## src/rtl/noc_pkg.sv

```systemverilog
// Shared NoC definitions: flit layout, buffer depth and target port codes.
package noc_pkg;

  localparam int unsigned FLIT_W     = 23;
  localparam int unsigned PAYLOAD_HI = 22;
  localparam int unsigned PAYLOAD_LO = 7;
  localparam int unsigned ADDR_HI    = 6;
  localparam int unsigned ADDR_LO    = 3;
  localparam int unsigned TGT_HI     = 2;
  localparam int unsigned TGT_LO     = 0;
  localparam int unsigned BUF_DEPTH  = 9;

  typedef enum logic [2:0] {
    TgtLocal = 3'd0,
    TgtNorth = 3'd1,
    TgtEast  = 3'd2,
    TgtSouth = 3'd3,
    TgtWest  = 3'd4
  } tgt_e;

endpackage

```

## src/rtl/rr_arbiter.sv

```systemverilog
// Round-robin arbiter: grants the first request at or above ptr, wrapping to 0.
module rr_arbiter #(
  parameter int unsigned NUM_IN = 5,
  localparam int unsigned IDX_W = (NUM_IN > 1) ? $clog2(NUM_IN) : 1
) (
  input  logic [NUM_IN-1:0] req,
  input  logic [IDX_W-1:0]  ptr,
  input  logic              enable,
  output logic [NUM_IN-1:0] gnt,
  output logic [IDX_W-1:0]  gnt_idx,
  output logic              any_gnt
);

  always_comb begin
    int unsigned idx;
    gnt     = '0;
    gnt_idx = '0;
    any_gnt = 1'b0;
    idx     = 0;
    for (int unsigned off = 0; off < NUM_IN; off++) begin
      idx = 32'(ptr) + off;
      if (idx >= NUM_IN) idx = idx - NUM_IN;
      if (enable && !any_gnt && req[IDX_W'(idx)]) begin
        gnt[IDX_W'(idx)] = 1'b1;
        gnt_idx          = IDX_W'(idx);
        any_gnt          = 1'b1;
      end
    end
  end

endmodule

```

## src/rtl/output_port_arbiter.sv

```systemverilog
// Per-output-port switch allocator with credit-based flow control.
// Define ARB_STATS_EN to add saturating sent/stall statistics counters.
module output_port_arbiter #(
  parameter int unsigned NUM_IN  = 5,
  parameter int unsigned FLIT_W  = noc_pkg::FLIT_W,
  parameter logic [2:0]  PORT_ID = 3'd0,
  parameter int unsigned CREDITS = noc_pkg::BUF_DEPTH
) (
  input  logic                     clk,
  input  logic                     rst,
  input  logic [NUM_IN*FLIT_W-1:0] in_flit,
  input  logic [NUM_IN-1:0]        in_valid,
  output logic [NUM_IN-1:0]        in_pop,
  output logic [FLIT_W-1:0]        out_flit,
  output logic                     out_valid,
  input  logic                     credit_ret,
  output logic [3:0]               credit_cnt,
  output logic                     credit_err
`ifdef ARB_STATS_EN
  ,
  output logic [15:0]              sent_cnt,
  output logic [15:0]              stall_cnt
`endif
);

  import noc_pkg::*;

  localparam int unsigned IDX_W    = (NUM_IN > 1) ? $clog2(NUM_IN) : 1;
  localparam logic [3:0]  CRED_MAX = 4'(CREDITS);

  logic [FLIT_W-1:0] flit [NUM_IN];
  logic [NUM_IN-1:0] req;
  logic [NUM_IN-1:0] gnt;
  logic [IDX_W-1:0]  gnt_idx;
  logic              any_gnt;
  logic              arb_en;

  logic [IDX_W-1:0]  rr_ptr_q, rr_ptr_d;
  logic [FLIT_W-1:0] out_flit_q;
  logic              out_valid_q;
  logic [3:0]        credit_q, credit_d;
  logic              err_q, err_d;

  for (genvar i = 0; i < NUM_IN; i++) begin : g_req
    assign flit[i] = in_flit[i*FLIT_W +: FLIT_W];
    assign req[i]  = in_valid[i] && (flit[i][TGT_HI:TGT_LO] == PORT_ID);
  end

  // Gating with rst keeps in_pop quiet while reset is held.
  assign arb_en = rst && (credit_q != '0);

  rr_arbiter #(
    .NUM_IN (NUM_IN)
  ) u_arb (
    .req     (req),
    .ptr     (rr_ptr_q),
    .enable  (arb_en),
    .gnt     (gnt),
    .gnt_idx (gnt_idx),
    .any_gnt (any_gnt)
  );

  always_comb begin
    rr_ptr_d = (32'(gnt_idx) == NUM_IN - 1) ? '0 : gnt_idx + 1'b1;
    credit_d = credit_q;
    err_d    = err_q;
    case ({any_gnt, credit_ret})
      2'b10: credit_d = credit_q - 4'd1;
      2'b01: begin
        if (credit_q == CRED_MAX) err_d = 1'b1;
        else credit_d = credit_q + 4'd1;
      end
      default: ;
    endcase
  end

  always_ff @(posedge clk or negedge rst) begin
    if (!rst) begin
      rr_ptr_q    <= '0;
      out_flit_q  <= '0;
      out_valid_q <= 1'b0;
      credit_q    <= CRED_MAX;
      err_q       <= 1'b0;
    end else begin
      out_valid_q <= any_gnt;
      if (any_gnt) begin
        out_flit_q <= flit[gnt_idx];
        rr_ptr_q   <= rr_ptr_d;
      end
      credit_q <= credit_d;
      err_q    <= err_d;
    end
  end

  assign in_pop     = gnt;
  assign out_flit   = out_flit_q;
  assign out_valid  = out_valid_q;
  assign credit_cnt = credit_q;
  assign credit_err = err_q;

`ifdef ARB_STATS_EN
  logic [15:0] sent_q, stall_q;

  always_ff @(posedge clk or negedge rst) begin
    if (!rst) begin
      sent_q  <= '0;
      stall_q <= '0;
    end else begin
      if (any_gnt && sent_q != 16'hFFFF) sent_q <= sent_q + 16'd1;
      if ((|req) && credit_q == '0 && stall_q != 16'hFFFF) stall_q <= stall_q + 16'd1;
    end
  end

  assign sent_cnt  = sent_q;
  assign stall_cnt = stall_q;
`endif

endmodule

```

## config.mk

```make
export PLATFORM = sky130hd
export DESIGN_NAME = output_port_arbiter
export DESIGN_NICKNAME = d
export VERILOG_FILES = /design/src/rtl/noc_pkg.sv /design/src/rtl/rr_arbiter.sv /design/src/rtl/output_port_arbiter.sv
export SDC_FILE = /design/constraint.sdc
export NUM_CORES = 1
export LEC_CHECK = 0
export CAP_MARGIN = 10
export CELL_PAD_IN_SITES_DETAIL_PLACEMENT = 0
export CELL_PAD_IN_SITES_GLOBAL_PLACEMENT = 1
export CORE_MARGIN = 10
export CORE_UTILIZATION = 31
export DETAILED_ROUTE_END_ITERATION = 6
export PLACE_DENSITY_LB_ADDON = 0.1
export RECOVER_POWER = 100
export SETUP_SLACK_MARGIN = 0.2
export SYNTH_ARGS = -nofsm -noshare
export SYNTH_HDL_FRONTEND = slang
export SYNTH_SLANG_ARGS = --single-unit
```

## constraint.sdc

```tcl
create_clock -name clk -period 4.9 [get_ports clk]
set_input_delay 0.735 -clock clk [delete_from_list [all_inputs] [get_ports clk]]
set_output_delay 0.735 -clock clk [all_outputs]
set_load 0.005 [all_outputs]
```

==> impl_metrics.env, run 1 <==
export IMPL_status="complete, but fails checks"
export IMPL_violations="max-capacitance violations, max-slew violations"
export IMPL_cp_required_ns=4.16
export IMPL_reg2reg_from="rr_ptr_q[2]"
export IMPL_cp_max_fo=10
export IMPL_crit_start="in_flit[69]"
export IMPL_rsz0062_at_grt="yes"
export IMPL_cts_root_buf="clkbuf_16"
export IMPL_syn_area_per_cell_um2=9.26
export IMPL_fp_coreArea_um2=11000
export IMPL_min_from="credit_err"
export IMPL_start_kind="input pin"
export IMPL_cp_arrival_ns=3.90
export IMPL_synth_ff_type="dfrtp_1"
export IMPL_place_ws_ns=0.124
export IMPL_finalPower_mw=5.03
export IMPL_grt_max_degree=34
export IMPL_crit_path_end="in_pop[3]"
export IMPL_nets=689
export IMPL_power_density_nw_per_um2=925
export IMPL_drc=0
export IMPL_die_h_um=127
export IMPL_async_flop_share_pct=100
export IMPL_syn_area_um2=3520
export IMPL_multi_input_area_um2=2450
export IMPL_slew_headroom_pct=-24.0
export IMPL_reg2reg_depth=12
export IMPL_final_layout_size_suffix_gt1_share_pct=15.4
export IMPL_grt_pass1_wl_um=23200
export IMPL_grt_use_total_pct=17.9
export IMPL_cts_buffers=5
export IMPL_grt_pass1_vias=4099
export IMPL_slew_viol_final=33
export IMPL_ys_seq_elements=32
export IMPL_clock_sinks=32
export IMPL_num_rows=38
export IMPL_overflow=0
export IMPL_final_cell_area_um2=5440
export IMPL_vias=3811
export IMPL_htree_levels=2
export IMPL_syn2layout_area_growth_pct=54.5
export IMPL_worstMarginPinSlew_ns=1.86
export IMPL_skew_ns=0.00627
export IMPL_synth_cell_type_count=78
export IMPL_initial_core_util_pct=32.0
export IMPL_yosysWarnings=0
export IMPL_layout_setup_ws_ns=0.260
export IMPL_fillers=1078
export IMPL_utilization_pct=49.5
export IMPL_ant_nets=0
export IMPL_antenna_found_initial=1
export IMPL_seq_area_um2=806
export IMPL_die_area_um2=16000
export IMPL_fp_dieW_um=127
export IMPL_synth_fp_nets=517
export IMPL_min_period_over_period_pct=94.7
export IMPL_finalHoldViolations=0
export IMPL_setup_viol=0
export IMPL_period_needed_ns=4.64
export IMPL_place_area_um2=5320
export IMPL_clk_latency_ns=0.28
export IMPL_io_pins=157
export IMPL_layout_commonest_cell="clkdlybuf4s50_1"
export IMPL_end_kind="output pin"
export IMPL_cts_buffer_depth=2
export IMPL_drt_iter0_drc=193
export IMPL_fmax_mhz=216
export IMPL_n_antenna_cell=0
export IMPL_r2r_slack_ns=0.53
export IMPL_syn_inst=380
export IMPL_dp_hpwl_um=12200
export IMPL_cts_hold_buf=0
export IMPL_wl_um=14800
export IMPL_p_leak_nw=2.07
export IMPL_firstDrtPassIters=4
export IMPL_vias_per_cell=5.51
export IMPL_finalWeightedCongestion=0.879
export IMPL_reg2reg_to="out_flit[4]"
export IMPL_portBuffers=156
export IMPL_maxCapViolCount=1
export IMPL_routedWlPerCell_um=21.4
export IMPL_yosysSeqAreaShare_pct=22.8
export IMPL_cts_tree="yes"
export IMPL_vdd_drop_max_mv=0.447
export IMPL_synth_edf_count=0
export IMPL_path_class="input pin to output pin"
export IMPL_path_clk_slew_ns=0.05
export IMPL_mostFrequentLayoutCells="clkdlybuf4s50_1 (126), mux2i_1 (46), buf_4 (31), dfrtp_1 (28), dlygate4sd3_1 (27)"
export IMPL_fin_setup_tns_ns=0
export IMPL_hold_path_class="flip-flop to flip-flop"
==> through the flow <==
stage               std cells  hold slack, ns
floorplan                 380           0.439
global placement          683           0.472
detailed placement        683           0.473
CTS                       690           0.495
global route              692           0.503
finish                    692           0.486
==> report_power, final <==
group          internal, mW  leakage [nW]  total, mW  switching (mW)
logic                  1.87          1.64       4.17            2.29
registers             0.443         0.371      0.555           0.113
clock network         0.184        0.0657      0.307           0.122
total                  2.50          2.07       5.03            2.53
==> synthesized netlist by cell type (6+ instances only) <==
master    instances  area, um2
dfrtp_1          30        751
o21ai_0          18       90.1
ha_1             12        150
nand2b_1          6       37.5
buf_6            10        113
o22ai_1          24        150
nand2_1          24       90.1
inv_1            19       71.3
buf_2             6       30.0
a21oi_1          11       55.1
mux2i_1          45        450
or3_1             7       43.8
nor2_1           21       78.8
or2_2             6       37.5
a221oi_2         20        300
==> final cells by class <==
type                            instances  area share, %
Timing Repair Buffer                  189           33.0
Clock buffer                            5           2.30
Inverter                               20           1.38
Multi-Input combinational cell        304           45.1
Sequential cell                        32           14.8
Tap cell                              140           3.22
Clock inverter                          2          0.230
==> registers in the layout (all words and copies together) (netlist names) <==
name	flops
out_valid	1
out_flit	23
credit_err	1
rr_ptr_q	3
credit_cnt	4
==> critical path, stage by stage <==
cell	delay, ns
clkdlybuf4s50_1	0.43
or4b_4	0.58
or3_1	0.38
a32oi_1	0.30
a22o_1	0.24
a21o_4	0.16
or3_1	0.13
nor2_1	0.05
or4_1	0.43
clkdlybuf4s50_1	0.48
==> metal layers <==
metal | part of all wire [%] | GRT usage, % | vias up
li1 | - | - | 1829
met1 | 41 | 20.9 | 1805
met2 | 47 | 29.5 | 162
met3 | 10 | 8.16 | 13
met4 | 1.1 | 3.35 | 2
met5 | 0.088 | 0 | -
==> how the worst min path moves through the flow <==
stage,endpoint,cells after the start
3_5_place_dp,credit_err,1
6_report,credit_err,1
5_1_grt,out_flit[2],2
3_3_place_gp,credit_err,1
4_1_cts,out_flit[2],2
2_1_floorplan,credit_cnt[1],0
==> cells by family after synthesis <==
logic type	Yosys count	share of synthesized area, %
compound gates	128	31.3
simple gates	108	17.7
mux	48	13.8
buf+inv	44	7.25
flops	32	22.8
fa+ha+maj	14	5.40
xor+xnor	6	1.71
==> repair_timing <==
action / CTS / global route
setup endpoints to repair: 4 / 5
setup buffers: 0 / 2
cloned: 0 / 0
pin swaps: 1 / 1
resized for setup: 14 / 11
No activity file was read; power rests on OpenSTA's default activity.
==> run 2: changes to the inputs <==
==> constraint.sdc (replaced) <==
create_clock -name clk -period 5.05 [get_ports clk]
set_input_delay 0.7575 -clock clk [delete_from_list [all_inputs] [get_ports clk]]
set_output_delay 0.7575 -clock clk [all_outputs]
set_load 0.005 [all_outputs]
==> run 2 against run 1 <==
  * The run now ends clean
  * Count of clock-buffer cells in the layout up 1
  * Global-route usage down 0.46 points
  * Largest cell class unchanged
  * Largest power group unchanged
  * Non-clock buffer count down 1
  * First-iteration DRC count up 5.2%
  * Sequential cell count unchanged
==> impl_metrics.env, run 2 (synthesis results as in run 1) <==
export IMPL_p_sw_mw=2.43
export IMPL_setup_viol=0
export IMPL_routedWlPerCell_um=21.2
export IMPL_drc=0
export IMPL_crit_chain="ha_1 -> or3b_4 -> o22ai_4 -> mux2i_1 -> nor2_1 -> a311o_1 -> or3_4 -> nand3b_1 -> o211ai_1 -> o21bai_1 -> clkdlybuf4s50_1"
export IMPL_nets=688
export IMPL_reg2reg_to="rr_ptr_q[2]"
export IMPL_crit_path_top_delay_cell="clkdlybuf4s50_1"
export IMPL_path_class="flip-flop to output pin"
export IMPL_period_needed_ns=4.72
export IMPL_busiest_layer="met2"
export IMPL_crit_path_end="in_pop[2]"
export IMPL_clk_latency_ns=0.29
export IMPL_intPower_mw=2.40
export IMPL_worstMarginPinSlew_ns=0.842
export IMPL_gr_usage_met2_pct=28.5
export IMPL_ant_nets=0
export IMPL_overflow=0
export IMPL_min_from="credit_err"
export IMPL_start_kind="flip-flop"
export IMPL_path_clk_slew_ns=0.06
export IMPL_vias_per_cell=5.52
export IMPL_firstDrtPassIters=4
export IMPL_maxCapViolCount=0
export IMPL_htree_levels=2
export IMPL_layout_setup_ws_ns=0.329
export IMPL_reg2reg_depth=14
export IMPL_io_pins=157
export IMPL_place_area_um2=5290
export IMPL_status="finished, final reports clean"
export IMPL_pwr_share_seq_pct=11.1
export IMPL_fp_coreArea_um2=11000
export IMPL_min_period_over_period_pct=93.5
export IMPL_cts_root_buf="clkbuf_16"
export IMPL_final_cell_area_um2=5420
export IMPL_grt_pass1_vias=4115
export IMPL_clock_sinks=32
export IMPL_gr_usage_met3_pct=7.71
export IMPL_slew_viol_final=0
export IMPL_initial_core_util_pct=32.0
export IMPL_layout_commonest_cell="clkdlybuf4s50_1"
export IMPL_fmax_mhz=212
export IMPL_end_kind="output pin"
export IMPL_syn2layout_area_growth_pct=54.0
export IMPL_dp_cells=679
export IMPL_largest_register_ffs=23
export IMPL_cts_buffers=5
export IMPL_critPathBufInv=1
export IMPL_crit_start="rr_ptr_q[2]"
export IMPL_p_leak_nw=2.08
export IMPL_die_h_um=127
export IMPL_vias=3827
export IMPL_finalWeightedCongestion=0.881
export IMPL_vdd_drop_max_mv=0.420
export IMPL_met1_usage_pct=20.3
export IMPL_grt_pass1_wl_um=22800
export IMPL_swShare_pct=50.3
export IMPL_rsz0062_at_grt="no"
export IMPL_fin_setup_tns_ns=0
export IMPL_clkPwrFrac_pct=6.4
export IMPL_r2r_slack_ns=0.58
export IMPL_cts_hold_buf=0
export IMPL_cts_buffer_depth=2
export IMPL_grt_use_total_pct=17.4
export IMPL_hold_path_class="flip-flop to flip-flop"
export IMPL_instances_no_fill=693
export IMPL_finalHoldViolations=0
export IMPL_final_layout_size_suffix_gt1_share_pct=14.7
export IMPL_power_density_nw_per_um2=891
export IMPL_cts_tree="yes"
export IMPL_portBuffers=156
export IMPL_antenna_found_initial=1
export IMPL_num_rows=38
export IMPL_max_stage_delay_ns=0.54
export IMPL_cp_arrival_ns=3.96
export IMPL_cp_required_ns=4.29
export IMPL_path_delay_family="simple AND/OR/NAND/NOR gates"
export IMPL_cp_depth=11
export IMPL_place_ws_ns=0.169
export IMPL_mostFrequentLayoutCells="clkdlybuf4s50_1 (125), mux2i_1 (46), buf_4 (31), dfrtp_1 (28), dlygate4sd3_1 (28)"
export IMPL_dp_hpwl_um=11900
export IMPL_reg2reg_from="rr_ptr_q[2]"
export IMPL_wl_um=14700
export IMPL_slew_headroom_pct=43.9
export IMPL_combPwrFrac_pct=82.5
export IMPL_drt_iter0_drc=203
export IMPL_cp_max_fo=12
export IMPL_die_area_um2=16000
export IMPL_grt_max_degree=34
export IMPL_fp_dieW_um=127
export IMPL_skew_ns=0.00607
[run 2: area by class of cell]
class,instances,area [um2]
Inverter,20,75.1
Clock inverter,2,16.3
Multi-Input combinational cell,304,2420
Sequential cell,32,806
Clock buffer,6,129
Antenna cell,1,2.50
Fill cell,1054,5560
Timing Repair Buffer,188,1790
Tap cell,140,175
[run 2: how the worst min path moves through the flow]
stage / end / slack [ns] / cells past startpoint
floorplan: credit_cnt[1] / 0.46 / 0
global placement: credit_err / 0.47 / 1
detailed placement: credit_err / 0.48 / 1
CTS: out_flit[1] / 0.50 / 2
global route: credit_err / 0.53 / 1
finish: credit_err / 0.49 / 1
[run 2: repair_timing]
action | in CTS | in global routing
setup buffers | 0 | 5
endpoints found under the setup margin | 5 | 5
gates cloned | 0 | 0
resized for setup | 3 | 19
pin swaps | 0 | 2
[run 2: power groups by stage]
stage          Sequential (mW)  Combinational (mW)  Clock, mW
3_5_place_dp             0.541                4.29          0
4_1_cts                  0.544                4.30      0.313
2_1_floorplan            0.528                3.19          0
3_3_place_gp             0.537                4.24          0
6_report                 0.534                3.98      0.311
5_1_grt                  0.556                4.38      0.326
[run 2: routing by layer]
layer  wire (um)  vias up
met1        6170     1826
li1            -     1831
met3        1560       17
met4         246        0
met5           0        -
met2        6720      153
[run 2: per-stage QoR]
stage                     hold slack (ns)  total power [mW]  utilization, %
after global placement              0.468              4.78            48.1
final                               0.494              4.83            49.3
after global routing                0.532              5.26            49.3
after floorplan                     0.462              3.72               -
after CTS                           0.502              5.16            49.6
after detailed placement            0.478              4.83            48.1
